`src/rtl/mc_pkg.sv`:
```
// Shared types and constants for the MC feed sequencer: beat counts,
// FSM state encoding, the beat record carried through the skid FIFO,
// and the beat-index to buffer-address mapping.
package mc_pkg;
    localparam int WORD_W          = 32;
    localparam int MB_LUMA_BEATS   = 64;
    localparam int MB_CHROMA_BEATS = 32;
    localparam int MB_BEATS        = MB_LUMA_BEATS + MB_CHROMA_BEATS;
    localparam int CHROMA_BASE     = 64;
    localparam int CR_OFFSET       = 16;

    typedef enum logic [1:0] {
        ST_IDLE,
        ST_LUMA,
        ST_CHROMA,
        ST_DRAIN
    } fsm_state_e;

    typedef struct packed {
        logic              ccin;
        logic [WORD_W-1:0] cur_w;
        logic [WORD_W-1:0] ref_w;
    } beat_t;

    // Beat k: block = k[6:2], row = k[1:0].
    // Luma: 4x4 grid of blocks, word rows of 4 words each -> {blk_y, row, blk_x}.
    // Chroma: Cb at CHROMA_BASE, Cr at +CR_OFFSET, each a 2x2 grid of blocks.
    function automatic logic [6:0] beat_addr(input logic [6:0] k);
        logic [6:0] a;
        if (!k[6]) begin
            a = {1'b0, k[5:4], k[1:0], k[3:2]};
        end else begin
            a = 7'(CHROMA_BASE) + (k[4] ? 7'(CR_OFFSET) : 7'd0)
              + {3'b000, k[3], k[1:0], k[2]};
        end
        return a;
    endfunction
endpackage

```
`src/rtl/mc_feed_sched_if.sv`:
```
// Buffer read ports and the valid/ready beat port toward mc.
// master = sequencer side, slave = buffers plus mc side.
interface mc_feed_sched_if #(
    parameter int ADDR_W = 7,
    parameter int WORD_W = 32
);
    logic              cur_rd_en;
    logic [ADDR_W-1:0] cur_rd_addr;
    logic [WORD_W-1:0] cur_rd_data;
    logic              ref_rd_en;
    logic [ADDR_W-1:0] ref_rd_addr;
    logic [WORD_W-1:0] ref_rd_data;
    logic              src_valid;
    logic              src_ready;
    logic [WORD_W-1:0] curr_mb;
    logic [WORD_W-1:0] ref_frame;
    logic              ccin;

    modport master (
        output cur_rd_en, cur_rd_addr, ref_rd_en, ref_rd_addr,
        input  cur_rd_data, ref_rd_data,
        output src_valid, curr_mb, ref_frame, ccin,
        input  src_ready
    );

    modport slave (
        input  cur_rd_en, cur_rd_addr, ref_rd_en, ref_rd_addr,
        output cur_rd_data, ref_rd_data,
        input  src_valid, curr_mb, ref_frame, ccin,
        output src_ready
    );
endinterface

```
`src/rtl/mc_skid_fifo.sv`:
```
// Two-entry valid/ready FIFO; head entry drives the outputs directly so
// they stay stable while the consumer stalls.
module mc_skid_fifo #(
    parameter int W = 8
) (
    input  logic         clk,
    input  logic         reset,
    input  logic         in_valid,
    input  logic [W-1:0] in_data,
    output logic         out_valid,
    input  logic         out_ready,
    output logic [W-1:0] out_data,
    output logic [1:0]   count
);
    logic [W-1:0] mem_q [2];
    logic [W-1:0] mem_d [2];
    logic         wr_ptr_q, wr_ptr_d;
    logic         rd_ptr_q, rd_ptr_d;
    logic [1:0]   cnt_q, cnt_d;
    logic         push, pop;

    assign out_valid = (cnt_q != 2'd0);
    assign out_data  = mem_q[rd_ptr_q];
    assign count     = cnt_q;
    assign pop       = out_valid && out_ready;
    assign push      = in_valid && ((cnt_q != 2'd2) || pop);

    // Next-state for storage, pointers and occupancy.
    always_comb begin
        mem_d    = mem_q;
        wr_ptr_d = wr_ptr_q;
        rd_ptr_d = rd_ptr_q;
        if (push) begin
            mem_d[wr_ptr_q] = in_data;
            wr_ptr_d        = ~wr_ptr_q;
        end
        if (pop) begin
            rd_ptr_d = ~rd_ptr_q;
        end
        cnt_d = cnt_q + {1'b0, push} - {1'b0, pop};
    end

    // State registers; reset empties the FIFO and zeroes the head outputs.
    always_ff @(posedge clk or negedge reset) begin
        if (!reset) begin
            mem_q[0] <= '0;
            mem_q[1] <= '0;
            wr_ptr_q <= 1'b0;
            rd_ptr_q <= 1'b0;
            cnt_q    <= 2'd0;
        end else begin
            mem_q    <= mem_d;
            wr_ptr_q <= wr_ptr_d;
            rd_ptr_q <= rd_ptr_d;
            cnt_q    <= cnt_d;
        end
    end
endmodule

```
`src/rtl/mc_feed_sched.sv`:
```
// Per-macroblock feed sequencer for the inter MC datapath.
// Reads 64 luma + 32 chroma word pairs from the cur/ref buffers and streams
// them to mc through a 2-entry skid FIFO.
// Optional build macro MC_FEED_STALL_CNT_EN adds the stall_cnt output.
//
// state     | meaning
// ST_IDLE   | waiting for start
// ST_LUMA   | issuing luma reads, beats 0..63
// ST_CHROMA | issuing chroma reads, beats 64..95
// ST_DRAIN  | all reads issued, emptying FIFO; done on last accept
module mc_feed_sched
    import mc_pkg::*;
#(
    parameter int PIXEL_WIDTH = 8,
    parameter int MB_SIZE     = 4,
    parameter int ADDR_W      = 7
) (
    input  logic            clk,
    input  logic            reset,
    input  logic            start,
    output logic            busy,
    output logic            done,
`ifdef MC_FEED_STALL_CNT_EN
    output logic [15:0]     stall_cnt,
`endif
    mc_feed_sched_if.master bus
);
    localparam int WORD_W_L = PIXEL_WIDTH * MB_SIZE;

    fsm_state_e state_q, state_d;
    logic       busy_q, busy_d;
    logic [6:0] rd_cnt_q, rd_cnt_d;
    logic       infl_q, infl_d;
    logic       tag_q, tag_d;
    logic [1:0] fifo_cnt;
    logic [2:0] occ;
    logic       src_valid, pop, active, rd_en, done_w;
    beat_t      push_beat, head;

    // Reads are credited against entries that will still be held after this
    // cycle's pop, which keeps one beat per cycle without ever overfilling.
    assign pop    = src_valid && bus.src_ready;
    assign occ    = {1'b0, fifo_cnt} + {2'b00, infl_q} - {2'b00, pop};
    assign active = (state_q == ST_LUMA) || (state_q == ST_CHROMA);
    assign rd_en  = active && (occ < 3'd2);
    assign done_w = (state_q == ST_DRAIN) && !infl_q && (fifo_cnt == 2'd1) && pop;

    assign bus.cur_rd_en   = rd_en;
    assign bus.ref_rd_en   = rd_en;
    assign bus.cur_rd_addr = ADDR_W'(beat_addr(rd_cnt_q));
    assign bus.ref_rd_addr = ADDR_W'(beat_addr(rd_cnt_q));
    assign bus.src_valid   = src_valid;
    assign bus.curr_mb     = WORD_W_L'(head.cur_w);
    assign bus.ref_frame   = WORD_W_L'(head.ref_w);
    assign bus.ccin        = head.ccin;
    assign busy            = busy_q;
    assign done            = done_w;

    // Returned buffer words tagged with the luma/chroma flag of their read.
    always_comb begin
        push_beat.ccin  = tag_q;
        push_beat.cur_w = bus.cur_rd_data;
        push_beat.ref_w = bus.ref_rd_data;
    end

    mc_skid_fifo #(.W($bits(beat_t))) u_fifo (
        .clk       (clk),
        .reset     (reset),
        .in_valid  (infl_q),
        .in_data   (push_beat),
        .out_valid (src_valid),
        .out_ready (bus.src_ready),
        .out_data  (head),
        .count     (fifo_cnt)
    );

    // FSM next-state and read-beat counter.
    always_comb begin
        state_d  = state_q;
        busy_d   = busy_q;
        rd_cnt_d = rd_cnt_q;
        infl_d   = rd_en;
        tag_d    = rd_cnt_q[6];
        case (state_q)
            ST_IDLE: begin
                if (start) begin
                    state_d  = ST_LUMA;
                    busy_d   = 1'b1;
                    rd_cnt_d = 7'd0;
                end
            end
            ST_LUMA: begin
                if (rd_en) begin
                    rd_cnt_d = rd_cnt_q + 7'd1;
                    if (rd_cnt_q == 7'(MB_LUMA_BEATS - 1)) state_d = ST_CHROMA;
                end
            end
            ST_CHROMA: begin
                if (rd_en) begin
                    if (rd_cnt_q == 7'(MB_BEATS - 1)) begin
                        state_d  = ST_DRAIN;
                        rd_cnt_d = 7'd0;
                    end else begin
                        rd_cnt_d = rd_cnt_q + 7'd1;
                    end
                end
            end
            ST_DRAIN: begin
                if (done_w) begin
                    state_d = ST_IDLE;
                    busy_d  = 1'b0;
                end
            end
            default: state_d = ST_IDLE;
        endcase
    end

    // FSM and read-tracking registers; reset aborts any MB in progress.
    always_ff @(posedge clk or negedge reset) begin
        if (!reset) begin
            state_q  <= ST_IDLE;
            busy_q   <= 1'b0;
            rd_cnt_q <= 7'd0;
            infl_q   <= 1'b0;
            tag_q    <= 1'b0;
        end else begin
            state_q  <= state_d;
            busy_q   <= busy_d;
            rd_cnt_q <= rd_cnt_d;
            infl_q   <= infl_d;
            tag_q    <= tag_d;
        end
    end

`ifdef MC_FEED_STALL_CNT_EN
    logic [15:0] stall_q, stall_d;

    // Saturating count of stalled cycles within the current MB.
    always_comb begin
        stall_d = stall_q;
        if ((state_q == ST_IDLE) && start) begin
            stall_d = 16'd0;
        end else if (src_valid && !bus.src_ready && (stall_q != 16'hFFFF)) begin
            stall_d = stall_q + 16'd1;
        end
    end

    // Stall counter register.
    always_ff @(posedge clk or negedge reset) begin
        if (!reset) stall_q <= 16'd0;
        else        stall_q <= stall_d;
    end

    assign stall_cnt = stall_q;
`endif
endmodule

```
`src/flat_wrapper.sv`:
```
// flat-port wrapper written by rule: the top's interface ports become plain ports
module mc_feed_sched_flat import mc_pkg::*;
#(
    parameter int PIXEL_WIDTH = 8,
    parameter int MB_SIZE     = 4,
    parameter int ADDR_W      = 7
)
  (clk, reset, start, busy, done, bus_cur_rd_en, bus_cur_rd_addr, bus_ref_rd_en, bus_ref_rd_addr, bus_cur_rd_data, bus_ref_rd_data, bus_src_valid, bus_curr_mb, bus_ref_frame, bus_ccin, bus_src_ready);
  mc_feed_sched_if #(.ADDR_W(ADDR_W), .WORD_W(32)) bus_i ();
  input  logic clk;
  input  logic reset;
  input  logic start;
  output logic busy;
  output logic done;
  output wire logic [$bits(bus_i.cur_rd_en)-1:0] bus_cur_rd_en;
  output wire logic [$bits(bus_i.cur_rd_addr)-1:0] bus_cur_rd_addr;
  output wire logic [$bits(bus_i.ref_rd_en)-1:0] bus_ref_rd_en;
  output wire logic [$bits(bus_i.ref_rd_addr)-1:0] bus_ref_rd_addr;
  input wire logic [$bits(bus_i.cur_rd_data)-1:0] bus_cur_rd_data;
  input wire logic [$bits(bus_i.ref_rd_data)-1:0] bus_ref_rd_data;
  output wire logic [$bits(bus_i.src_valid)-1:0] bus_src_valid;
  output wire logic [$bits(bus_i.curr_mb)-1:0] bus_curr_mb;
  output wire logic [$bits(bus_i.ref_frame)-1:0] bus_ref_frame;
  output wire logic [$bits(bus_i.ccin)-1:0] bus_ccin;
  input wire logic [$bits(bus_i.src_ready)-1:0] bus_src_ready;
  assign bus_cur_rd_en = bus_i.cur_rd_en;
  assign bus_cur_rd_addr = bus_i.cur_rd_addr;
  assign bus_ref_rd_en = bus_i.ref_rd_en;
  assign bus_ref_rd_addr = bus_i.ref_rd_addr;
  assign bus_i.cur_rd_data = bus_cur_rd_data;
  assign bus_i.ref_rd_data = bus_ref_rd_data;
  assign bus_src_valid = bus_i.src_valid;
  assign bus_curr_mb = bus_i.curr_mb;
  assign bus_ref_frame = bus_i.ref_frame;
  assign bus_ccin = bus_i.ccin;
  assign bus_i.src_ready = bus_src_ready;
  mc_feed_sched #(.PIXEL_WIDTH(PIXEL_WIDTH), .MB_SIZE(MB_SIZE), .ADDR_W(ADDR_W)) u_core (.clk(clk), .reset(reset), .start(start), .busy(busy), .done(done), .bus(bus_i));
endmodule
```
`config.mk`:
```
export PLATFORM = sky130hd
export DESIGN_NAME = mc_feed_sched_flat
export DESIGN_NICKNAME = d
export VERILOG_FILES = /design/src/rtl/mc_pkg.sv /design/src/rtl/mc_feed_sched_if.sv /design/src/rtl/mc_skid_fifo.sv /design/src/rtl/mc_feed_sched.sv /design/src/flat_wrapper.sv
export SDC_FILE = /design/constraint.sdc
export NUM_CORES = 1
export LEC_CHECK = 0
export ABC_CLOCK_PERIOD_IN_PS = 2700
export CORE_AREA = 2 2 115 140
export CTS_BUF_LIST = sky130_fd_sc_hd__clkbuf_4
export CTS_CLUSTER_SIZE = 14
export DETAILED_ROUTE_END_ITERATION = 12
export DIE_AREA = 0 0 117 142
export PLACE_DENSITY = 0.82
export SKIP_LAST_GASP = 1
export SYNTH_ARGS = -nofsm -noshare
export SYNTH_HDL_FRONTEND = slang
export SYNTH_HIERARCHICAL = 1
export SYNTH_SLANG_ARGS = --single-unit
```
`constraint.sdc`:
```
create_clock -name clk -period 2.7 [get_ports clk]
set_input_delay 0.27 -clock clk [delete_from_list [all_inputs] [get_ports clk]]
set_output_delay 0.27 -clock clk [all_outputs]
set_load 0.01 [all_outputs]
```
==> impl_metrics.csv <==
group,metric,value,unit
critical_path,required,3.14,ns
final_layout,drive_gt1_share,43.9,%
synthesis,netlist_area,0.00721,mm2
global_routing,grt_pass1_vias,4830,
route,dr.first_iter.drc_count,213,
critical_path,worst-path-buf-inv,4,
critical_path,crit_path_start,"u_core/u_fifo/count[1]$_DFF_PN0_",
place,routabilityCongestion,0.764,
critical_path,r2r-end,"u_core/rd_cnt_q[6]$_DFFE_PN0P_",
sta,timing.final.crit_share,106,%
critical_path,worstSetupPathType,"reg -> reg",
die,die_w,117,um
critical_path,path_max_fanout,5,
global_routing,gr-total-overflow,0,
critical_path,regToRegSetupSlack,-0.17,ns
critical_path,reg2reg_from,"u_core/u_fifo/count[1]$_DFF_PN0_",
critical_path,max_stage_delay,0.54,ns
synthesis,synth_enable_flop_cells,0,
clock_network,cts_made_buffers,17,
synthesis,ys.flop_type,"dfrtp_1",
power_and_ir_drop,powerDensity,1250,mW/mm2
synthesis,avgSynthCellArea,15.8,um2
route,route.vias.total,4332,
die,die_area,0.0166,mm2
die,core-area,0.0153,mm2
route,first_pass_iters,4,
synthesis,synth-async-reset-ratio,100,%
clock_network,cts.clk_slew.worst_paths,0.13,ns
die,die_y,142,um
final_layout,syn_to_final_growth,28.5,%
final_layout,diodes,0,
synthesis,yosysSeqAreaShare,50.6,%
final_layout,stdcell_area,0.00927,mm2
route,postRouteAntennaNets,0,
clock_network,clk_path_buf_depth,2,
place,placedCellCount,799,
critical_path,start_kind,"flip-flop",
die,rows,50,
critical_path,crit_path_cell_trace,"or2_4 > and2_4 > ha_4 > nand2b_4 > fa_2 > nand2_4 > nor2_4 > buf_4 > buf_6 > buf_6 > o21ai_2 > buf_6 > a221o_2",
die,ioPinCount,152,
sta,hold_viol_final,0,
critical_path,path_delay_family,"adder cells",
hold_path,hold_path.class,"in -> async",
sta,maxSlewViolCount,0,
critical_path,critical_path.most_common_cell,"buf_6",
sta,min_period,2.87,ns
global_routing,antenna_found_initial,0,
clock_network,htreeDepth,4,
synthesis,netlist_instances,458,
final_layout,fin_cells,837,
sta,clock_skew,0.0182,ns
place,placed_area,0.00886,mm2
place,portBuffers,151,
sta,worst_pin_slew,0.663,ns
final_layout,nNetsFinal,695,
sta,rsz0062_at_grt,"yes",
sta,setup-tns-final,-0.830,ns
place,place_hpwl,10300,um
clock_network,clk_latency,0.54,ns
route,drc_errors,0,
route,viasPerCell,5.18,
global_routing,track_usage,19.8,%
critical_path,worst_path_max_delay_cell,"fa_2",
route,wirelength,15800,um
synthesis,yosysWarnings,6,
sta,fin_ws,-0.167,ns
synthesis,synthesis.nets,536,
route,post_drt_wl_per_cell,18.9,um
clock_network,cts_tree,"yes",
clock_network,cts_root_buf,"clkbuf_4",
status,violations,"setup timing",
sta,finalSetupViolCount,9,
global_routing,grt_max_degree,73,
job,drv_cap,0,
critical_path,rr_worst_depth,13,
synthesis,ys_seq_elements,146,
global_routing,grt_pass1_wl,25300,um
power_and_ir_drop,power.total,0.0115,W
synthesis,synth.distinct_cells,50,
die,initial_core_util,47.1,%
status,outcome,"finished with violations",
sta,slew_headroom,55.8,%
critical_path,cp-endpoint,"u_core/rd_cnt_q[6]$_DFFE_PN0P_",
critical_path,cp.arrival,3.31,ns
final_layout,nFillCells,1209,
critical_path,crit_cells,13,
critical_path,end_kind,"flip-flop",
clock_network,cts.sinks,146,
sta,timing.fmax,0.349,GHz
power_and_ir_drop,leakage,4.03,nW
power_and_ir_drop,vdd_drop_max,0.619,mV
## metrics by stage
stage | utilization (%) | setup WS, ns | hold WS, ns
global placement | 57.8 | -0.175 | 0.317
floorplan | - | -0.0271 | -0.0256
global route | 60.5 | -0.263 | 0.293
CTS | 60.2 | -0.174 | 0.279
finish | 60.5 | -0.167 | 0.309
detailed placement | 57.8 | -0.202 | 0.331
## placed cells by master (no fill, tap or decap), types with 2 or more instances in the layout
cell and count:
o21ai_0 5, nor2_1 5, dfrtp_2 2, buf_12 3
mux2_4 100, dfrtp_1 144, clkbuf_4 18, buf_6 7
clkdlybuf4s50_1 148, clkinvlp_4 2, nand3_1 2, buf_4 14
inv_1 7, bufinv_16 4, o41ai_2 2, a22o_1 3
mux2_2 99, nand2b_4 2, nor2b_1 2, nand2_1 3
clkinv_4 3, o221ai_1 2, xnor2_1 3, clkinv_2 3
ha_1 8, nor3b_1 2
## metal layers
layer,vias up,wire length [um],track usage (%)
li1,1953,-,-
met3,25,889,5.88
met4,0,276,6.19
met2,130,8150,33.9
met1,2224,6530,23.9
met5,-,0,0
## worst register-to-register path: cells and delay by family, from the launching register on
kind	cells	cell delay [ns]
adders and majority gates	2	0.74
and+or+nand+nor	5	0.72
buffers and inverters	4	0.44
AOI/OAI and AO/OA	2	0.44
DFF	1	0.42
## sequential cells by signal (all words and copies together) (netlist names)
register,cells
u_core/infl_q,1
u_core/u_fifo/rd_ptr_q,1
u_core/tag_q,1
u_core/u_fifo/wr_ptr_q,1
u_core/u_fifo/count,2
u_core/busy,1
u_core/state_q,2
u_core/rd_cnt_q,7
u_core/u_fifo/mem_q,130
## kinds of logic after synthesis
group	Yosys count	share of synthesized area (%)
mux	200	36.4
flops	146	50.6
buf+inv	40	4.77
simple gates	35	3.21
compound gates	22	2.51
fa+ha+maj	10	1.84
xor+xnor	5	0.607
## what timing repair did
action,CTS,global route
gates resized for setup,13,6
setup buffers,3,3
endpoints found under the setup margin,4,15
hold buffers,1,0
endpoints found under the hold margin,68,0
pin swaps,3,3
## worst min path at each step
stage	start	to	cells after the start
after floorplan	reset	u_core/busy$_DFFE_PN0P_	0
after global placement	reset	u_core/u_fifo/mem_q[102]$_DFFE_PN0P_	1
after detailed placement	reset	u_core/u_fifo/mem_q[102]$_DFFE_PN0P_	1
after CTS	reset	u_core/u_fifo/mem_q[44]$_DFFE_PN0P_	2
after global routing	bus_cur_rd_data[30]	u_core/u_fifo/mem_q[62]$_DFFE_PN0P_	2
final	reset	u_core/u_fifo/mem_q[37]$_DFFE_PN0P_	2
## power by group
group          switching [W]  internal (W)  total [W]
Clock               0.000814      0.000742    0.00156
Combinational        0.00227       0.00392    0.00619
Sequential          0.000584       0.00322    0.00380
Total                0.00367       0.00788     0.0115
## area by class of cell
class / count / area, um2 / area share [%]
Clock buffer: 18 / 135 / 1.46
Clock inverter: 13 / 185 / 2.00
Inverter: 7 / 26.3 / 0.283
Multi-Input combinational cell: 272 / 3270 / 35.3
Sequential cell: 146 / 3660 / 39.4
Tap cell: 208 / 260 / 2.81
Timing Repair Buffer: 173 / 1740 / 18.7
## cells in the mapped netlist, drive strengths merged (3+ instances only)
library cell	number	area, um2
a22o	3	26.3
buf	30	307
clkbuf	3	11.3
dfrtp	146	3650
ha	9	113
inv	7	26.3
mux2	200	2630
nand2	4	15.0
nor2	6	22.5
o21ai	6	30.0
xnor2	3	26.3
No activity file was read; power rests on OpenSTA's default activity.
